<file path="src/rtl/quad_step_decoder.sv">
// quad_step_decoder: synchronizes and glitch-filters a two-phase quadrature
// input pair, decodes Gray-code transitions into one-cycle step pulses with a
// direction bit, and maintains a loadable wrapping position count plus a
// sticky illegal-transition flag.
module quad_step_decoder #(
   parameter int SIZE = 4,
   parameter int FILT = 2
) (
   input  logic            clk,
   input  logic            reset,
   input  logic            a_in,
   input  logic            b_in,
   input  logic            load,
   input  logic [SIZE-1:0] data,
   input  logic            clr_err,
   output logic            step,
   output logic            up_dwn,
   output logic [SIZE-1:0] pos,
   output logic            err
);

   // Filter counter is 4 bits wide, enough for FILT up to 15.
   localparam logic [3:0] FC_LAST = 4'(FILT - 1);

   typedef enum logic [1:0] {
      MV_NONE,
      MV_UP,
      MV_DN,
      MV_ILL
   } move_e;

   // Bit 1 carries phase A, bit 0 carries phase B, so {A,B} reads naturally.
   logic [1:0] raw_vec;
   logic [1:0] s2_vec;
   logic [1:0] f_vec;

   assign raw_vec = {a_in, b_in};

   genvar gi;
   generate
      for (gi = 0; gi < 2; gi++) begin : g_chan
         logic       s1_q;
         logic       s2_q;
         logic       f_q;
         logic       f_d;
         logic [3:0] fc_q;
         logic [3:0] fc_d;

         // Two-flop synchronizer; never reset so the line is tracked during reset.
         always_ff @(posedge clk) begin
            s1_q <= raw_vec[gi];
            s2_q <= s1_q;
         end

         // Accept a new level only after it has persisted for FILT cycles.
         always_comb begin
            f_d  = f_q;
            fc_d = fc_q;
            if (reset) begin
               f_d  = s2_q;
               fc_d = 4'd0;
            end else if (s2_q == f_q) begin
               fc_d = 4'd0;
            end else if (fc_q == FC_LAST) begin
               f_d  = s2_q;
               fc_d = 4'd0;
            end else begin
               fc_d = fc_q + 4'd1;
            end
         end

         // Filter state register.
         always_ff @(posedge clk) begin
            f_q  <= f_d;
            fc_q <= fc_d;
         end

         assign s2_vec[gi] = s2_q;
         assign f_vec[gi]  = f_q;
      end
   endgenerate

   // Successor of a state along the up (A leads B) sequence 00->10->11->01->00.
   function automatic logic [1:0] gray_next(input logic [1:0] s);
      logic [1:0] r;
      case (s)
         2'b00:   r = 2'b10;
         2'b10:   r = 2'b11;
         2'b11:   r = 2'b01;
         default: r = 2'b00;
      endcase
      return r;
   endfunction

   logic [1:0]      sp_q, sp_d;
   logic [SIZE-1:0] pos_q, pos_d;
   logic            step_q, step_d;
   logic            up_q, up_d;
   logic            err_q, err_d;
   move_e           move;

   // Classify the filtered state change since the previous cycle.
   always_comb begin
      move = MV_NONE;
      if (f_vec == sp_q) begin
         move = MV_NONE;
      end else if ((f_vec ^ sp_q) == 2'b11) begin
         move = MV_ILL;
      end else if (f_vec == gray_next(sp_q)) begin
         move = MV_UP;
      end else begin
         move = MV_DN;
      end
   end

   // Next-state for position, step pulse, direction and error flag.
   always_comb begin
      sp_d   = f_vec;
      pos_d  = pos_q;
      step_d = 1'b0;
      up_d   = up_q;
      err_d  = err_q;
      if (reset) begin
         // Previous state follows the synchronized line so release is quiet.
         sp_d  = s2_vec;
         pos_d = '0;
         up_d  = 1'b1;
         err_d = 1'b0;
      end else begin
         case (move)
            MV_UP: begin
               step_d = 1'b1;
               up_d   = 1'b1;
               pos_d  = pos_q + SIZE'(1);
            end
            MV_DN: begin
               step_d = 1'b1;
               up_d   = 1'b0;
               pos_d  = pos_q - SIZE'(1);
            end
            default: ;
         endcase
         // Load overrides the count but not the step/direction report.
         if (load) begin
            pos_d = data;
         end
         // A new illegal transition beats a simultaneous clear.
         if (move == MV_ILL) begin
            err_d = 1'b1;
         end else if (clr_err) begin
            err_d = 1'b0;
         end
      end
   end

   // Decoder state register.
   always_ff @(posedge clk) begin
      sp_q   <= sp_d;
      pos_q  <= pos_d;
      step_q <= step_d;
      up_q   <= up_d;
      err_q  <= err_d;
   end

   assign step   = step_q;
   assign up_dwn = up_q;
   assign pos    = pos_q;
   assign err    = err_q;

endmodule
</file>
<file path="config.mk">
export PLATFORM = sky130hd
export DESIGN_NAME = quad_step_decoder
export DESIGN_NICKNAME = d
export VERILOG_FILES = /design/src/rtl/quad_step_decoder.sv
export SDC_FILE = /design/constraint.sdc
export NUM_CORES = 1
export LEC_CHECK = 0
export BUFFER_PORTS_ARGS = -buffer_cell sky130_fd_sc_hd__buf_4
export CELL_PAD_IN_SITES_DETAIL_PLACEMENT = 1
export CELL_PAD_IN_SITES_GLOBAL_PLACEMENT = 2
export CORE_ASPECT_RATIO = 0.5
export CORE_MARGIN = 1.5
export CORE_UTILIZATION = 30
export DETAILED_ROUTE_END_ITERATION = 10
export PLACE_DENSITY = 0.8
export SLEW_MARGIN = 10
export SYNTH_ARGS = -nofsm -noshare
export SYNTH_HDL_FRONTEND = slang
export SYNTH_SLANG_ARGS = --single-unit
</file>
<file path="constraint.sdc">
create_clock -name clk -period 5.15 [get_ports clk]
set_input_delay 1.03 -clock clk [delete_from_list [all_inputs] [get_ports clk]]
set_output_delay 1.03 -clock clk [all_outputs]
set_load 0.05 [all_outputs]
</file>
==> results.md <==
Pwr:
- Power spread over the standard cell area amounts to 327 nW/µm².
- The design draws 429 µW.
- IR analysis of the VDD net gives a maximum drop of 101 µV.
- Summed over all cells, the static leakage comes to 0.000581 µW.

STA:
- At the pin with the least slew margin, the transition time is 0.392 ns.
- The worst setup skew after layout is 0.00515 ns.
- Setup violations remaining at the end of the flow were counted as 0.
- The post-layout minimum cycle time is 2.59 ns.
- Setup repair after global routing left no endpoint under its margin.
- For the final routed database, the setup TNS stands at 0 ns.
- The worst pin sits at a relative slew slack of 0.738.
- Hold timing on the final database bottoms out at a slack of 0.333 ns.
- In the finished design, the share of the clock period the worst path needs comes to 0.503.
- The number of pins with negative max-slew slack in the final report is 0.
- The count of endpoints failing hold in the final timing report is 0.
- The highest attainable clock frequency is 0.386 GHz.

Floorplan:
- After floorplanning, the core was sized to cover 3470 µm².
- The die is 45.8 µm tall.
- The die covers 4060 µm².
- The placement row count is 15.
- The effective utilization at floorplan is 0.317.
- The die is 88.7 µm wide.
- 17 I/O pins were placed.

Critical path:
- STA classifies the critical path startpoint as a flip-flop.
- The source of the worst register-to-register timing path is g_chan[1].f_q.
- The peak fanout along the critical path is 9.
- The signal arrival time at the worst endpoint is 2.80 ns.
- STA classifies the critical path endpoint as a flip-flop.
- The worst register-to-register path ends at pos[2].
- Measured in cells, the most critical reg-to-reg path has a length of 10.
- The endpoint required time on the critical path is 5.35 ns.
- The category of the critical setup timing path is reg2reg.
- The worst reg-to-reg setup slack is 2.56 ns.

Min path:
- The worst hold path begins at g_chan[1].s1_q.
- Along the worst hold path, the cell count comes to 0.
- For hold timing, the worst endpoint is g_chan[1].s2_q.
- The path class of the lowest-slack min-delay path is reg2reg.

Route:
- In this run the remaining antenna-violating nets after routing total 0.
- Across all layers, the routed design uses 765 vias.
- The total detailed-routing wirelength is 1.91 mm.
- After the first detailed-routing iteration, the DRC count stood at 13.
- The ratio of routed vias to standard cells is 4.32.
- After detailed routing, the average wire length per cell comes to 10.8 µm.
- The post-route DRC violation count is 0.
- The pre-antenna-repair detailed-routing pass consisted of 4 iterations.

Clock tree:
- The root buffer cell is sky130_fd_sc_hd__clkbuf_8.
- In this run the number of H-tree levels came out at 1.
- The number of buffers created by CTS is 3.
- The maximum count of clock buffers along a single path is 2.
- After clock tree synthesis, the clock-pin slew on the worst setup and hold paths is 0.09 ns.
- The buffer count from post-CTS setup fixing is 0.
- The clock latency of the later-clocked register in the worst-skew pair is 0.27 ns.
- TritonCTS built the clock tree.
- The number of gates given a new drive strength after cts is 0.
- The CTS sink count is 23.
- The cts-stage hold buffer count is 0.

Cells and area:
- In the final design database the tool counted 145 nets.
- Leaving out filler cells and counting taps, the final layout contains 177.
- The number of antenna diodes in the final layout is 0.
- The growth of design area from synthesis to finish is 19.2%.
- The leading cell type in the layout, fill and taps excluded is sky130_fd_sc_hd__dfxtp_1.
- In the layout the commonest cells are sky130_fd_sc_hd__dfxtp_1, sky130_fd_sc_hd__nor2_1, sky130_fd_sc_hd__buf_4.
- The fraction of final layout cells with drive strength greater than 1 is 0.214.
- The final design area excluding fillers is 1310 µm².

Placed design:
- Summing all placed instances gives a cell area of 1260 µm².
- The congestion estimate from routability-driven global placement came to 0.653.
- The number of buffers added on ports is 16.
- After detailed placement, the design holds a cell count of 173.
- Detailed placement ended at an HPWL of 1.46 mm.

Global routing:
- For this run, the total global-route usage over all layers was measured as 0.106.
- The first global-routing pass estimated 3.13 mm of wire.
- The leftover overflow at the end of global routing is 0.
- The number of antenna violations at the first check in global routing came to 0.
- The via count of the first global-routing pass is 711.
- Entering global routing, the biggest net connects 18 pins.

Yosys:
- The synthesized design contains 23 register bits.
- The mean instance size in the synthesized netlist is 9.92 µm².
- By area the synthesized netlist is led by sky130_fd_sc_hd__dfxtp_1, sky130_fd_sc_hd__ha_1, sky130_fd_sc_hd__xor2_1.
- Yosys printed 0 warnings.
- Counting distinct cell types in the post-synthesis netlist gives 31.
- The top cell type by total area after synthesis is sky130_fd_sc_hd__dfxtp_1.
- Synthesis produced 111 cells.
- The post-synthesis cell area is 1100 µm².
- The share of synthesized area in the top cell type comes to 0.382.
- The share of the Yosys chip area taken by registers is 0.436.
- The total nets after synthesis is 129.

Outcome:
- The run finished with clean final reports.

Job:
- Max-cap violations in this run came to 0.
-- worst max-delay path, cell delays in order, from the launching register on --
cell                       delay (ns)
sky130_fd_sc_hd__edfxtp_1        0.52
sky130_fd_sc_hd__nor2b_1         0.19
sky130_fd_sc_hd__o21ai_0         0.13
sky130_fd_sc_hd__o21ai_0         0.17
sky130_fd_sc_hd__ha_1            0.29
sky130_fd_sc_hd__xor2_1          0.16
sky130_fd_sc_hd__ha_1            0.20
sky130_fd_sc_hd__a21oi_2         0.12
sky130_fd_sc_hd__mux2i_1         0.22
sky130_fd_sc_hd__or4b_1          0.47
sky130_fd_sc_hd__o211ai_2        0.07
-- synthesized netlist by cell type --
library cell,count
sky130_fd_sc_hd__a2111oi_2,1
sky130_fd_sc_hd__a21o_1,3
sky130_fd_sc_hd__a21oi_1,1
sky130_fd_sc_hd__a21oi_2,1
sky130_fd_sc_hd__a32oi_1,1
sky130_fd_sc_hd__and4b_1,1
sky130_fd_sc_hd__buf_2,2
sky130_fd_sc_hd__clkbuf_1,3
sky130_fd_sc_hd__dfxtp_1,21
sky130_fd_sc_hd__edfxtp_1,2
sky130_fd_sc_hd__ha_1,8
sky130_fd_sc_hd__inv_1,7
sky130_fd_sc_hd__mux2_2,3
sky130_fd_sc_hd__mux2i_1,6
sky130_fd_sc_hd__nand2_1,4
sky130_fd_sc_hd__nand2b_1,1
sky130_fd_sc_hd__nand3_1,4
sky130_fd_sc_hd__nand3b_1,1
sky130_fd_sc_hd__nor2_1,16
sky130_fd_sc_hd__nor2b_1,2
sky130_fd_sc_hd__nor2b_2,1
sky130_fd_sc_hd__nor3_1,1
sky130_fd_sc_hd__nor3b_1,3
sky130_fd_sc_hd__o211ai_1,1
sky130_fd_sc_hd__o211ai_2,1
sky130_fd_sc_hd__o21a_1,1
sky130_fd_sc_hd__o21ai_0,2
sky130_fd_sc_hd__or4_1,1
sky130_fd_sc_hd__or4b_1,1
sky130_fd_sc_hd__xnor2_1,3
sky130_fd_sc_hd__xor2_1,8
-- per-layer routing --
metal	vias to the layer above	wire length [µm]	track usage
met1	350	921	0.116
met4	0	24	0.0469
met2	11	906	0.189
met5	-	0	0
li1	399	-	-
met3	5	60	0.0380
-- state kept, by name, indices dropped and copies added, names as in the netlist --
register,cells
sp_q,2
g_chan.s1_q,2
up_dwn,1
g_chan.f_q,2
err,1
step,1
pos,4
g_chan.s2_q,2
g_chan.fc_q,8
-- per-stage QoR --
stage,setup WS (ns),utilization
after floorplan,2.75,-
after global placement,2.66,0.364
after detailed placement,2.56,0.364
after CTS,2.53,0.378
after global routing,2.40,0.378
final,2.56,0.378
-- cells by family after synthesis --
| logic type | synth area share |
|---|---|
| adder cells (fa/ha/maj) | 0.0909 |
| multiplexers | 0.0852 |
| buffers and inverters | 0.0432 |
| AO/OA/AOI/OAI | 0.0886 |
| flip-flops | 0.436 |
| XOR/XNOR | 0.0875 |
| AND/OR/NAND/NOR | 0.168 |
-- final cells by class --
cell class / count / area (µm²)
Fill cell: 405 / 2160
Multi-Input combinational cell: 76 / 573
Sequential cell: 23 / 480
Timing Repair Buffer: 16 / 120
Tap cell: 51 / 63.8
Clock buffer: 3 / 41.3
Inverter: 7 / 26.3
Clock inverter: 1 / 7.51
-- where the power goes --
| part | internal (µW) | leakage (µW) | switching, µW | total, µW |
|---|---|---|---|---|
| clock network | 54.8 | 0.0000217 | 61.0 | 116 |
| registers | 194 | 0.000193 | 13.9 | 208 |
| logic | 44.5 | 0.000366 | 60.7 | 105 |
| total | 294 | 0.000581 | 135 | 429 |
-- worst max path at each step --
stage,from,to,slack (ns),cells after the start
final,g_chan[1].f_q,pos[2],2.56,10
after global routing,g_chan[1].f_q,pos[2],2.40,10
after CTS,g_chan[1].f_q,pos[2],2.53,10
after detailed placement,g_chan[1].f_q,pos[2],2.56,10
after global placement,g_chan[1].f_q,pos[2],2.66,10
after floorplan,g_chan[1].f_q,pos[2],2.75,11
Power figures use the tool's default switching activity.
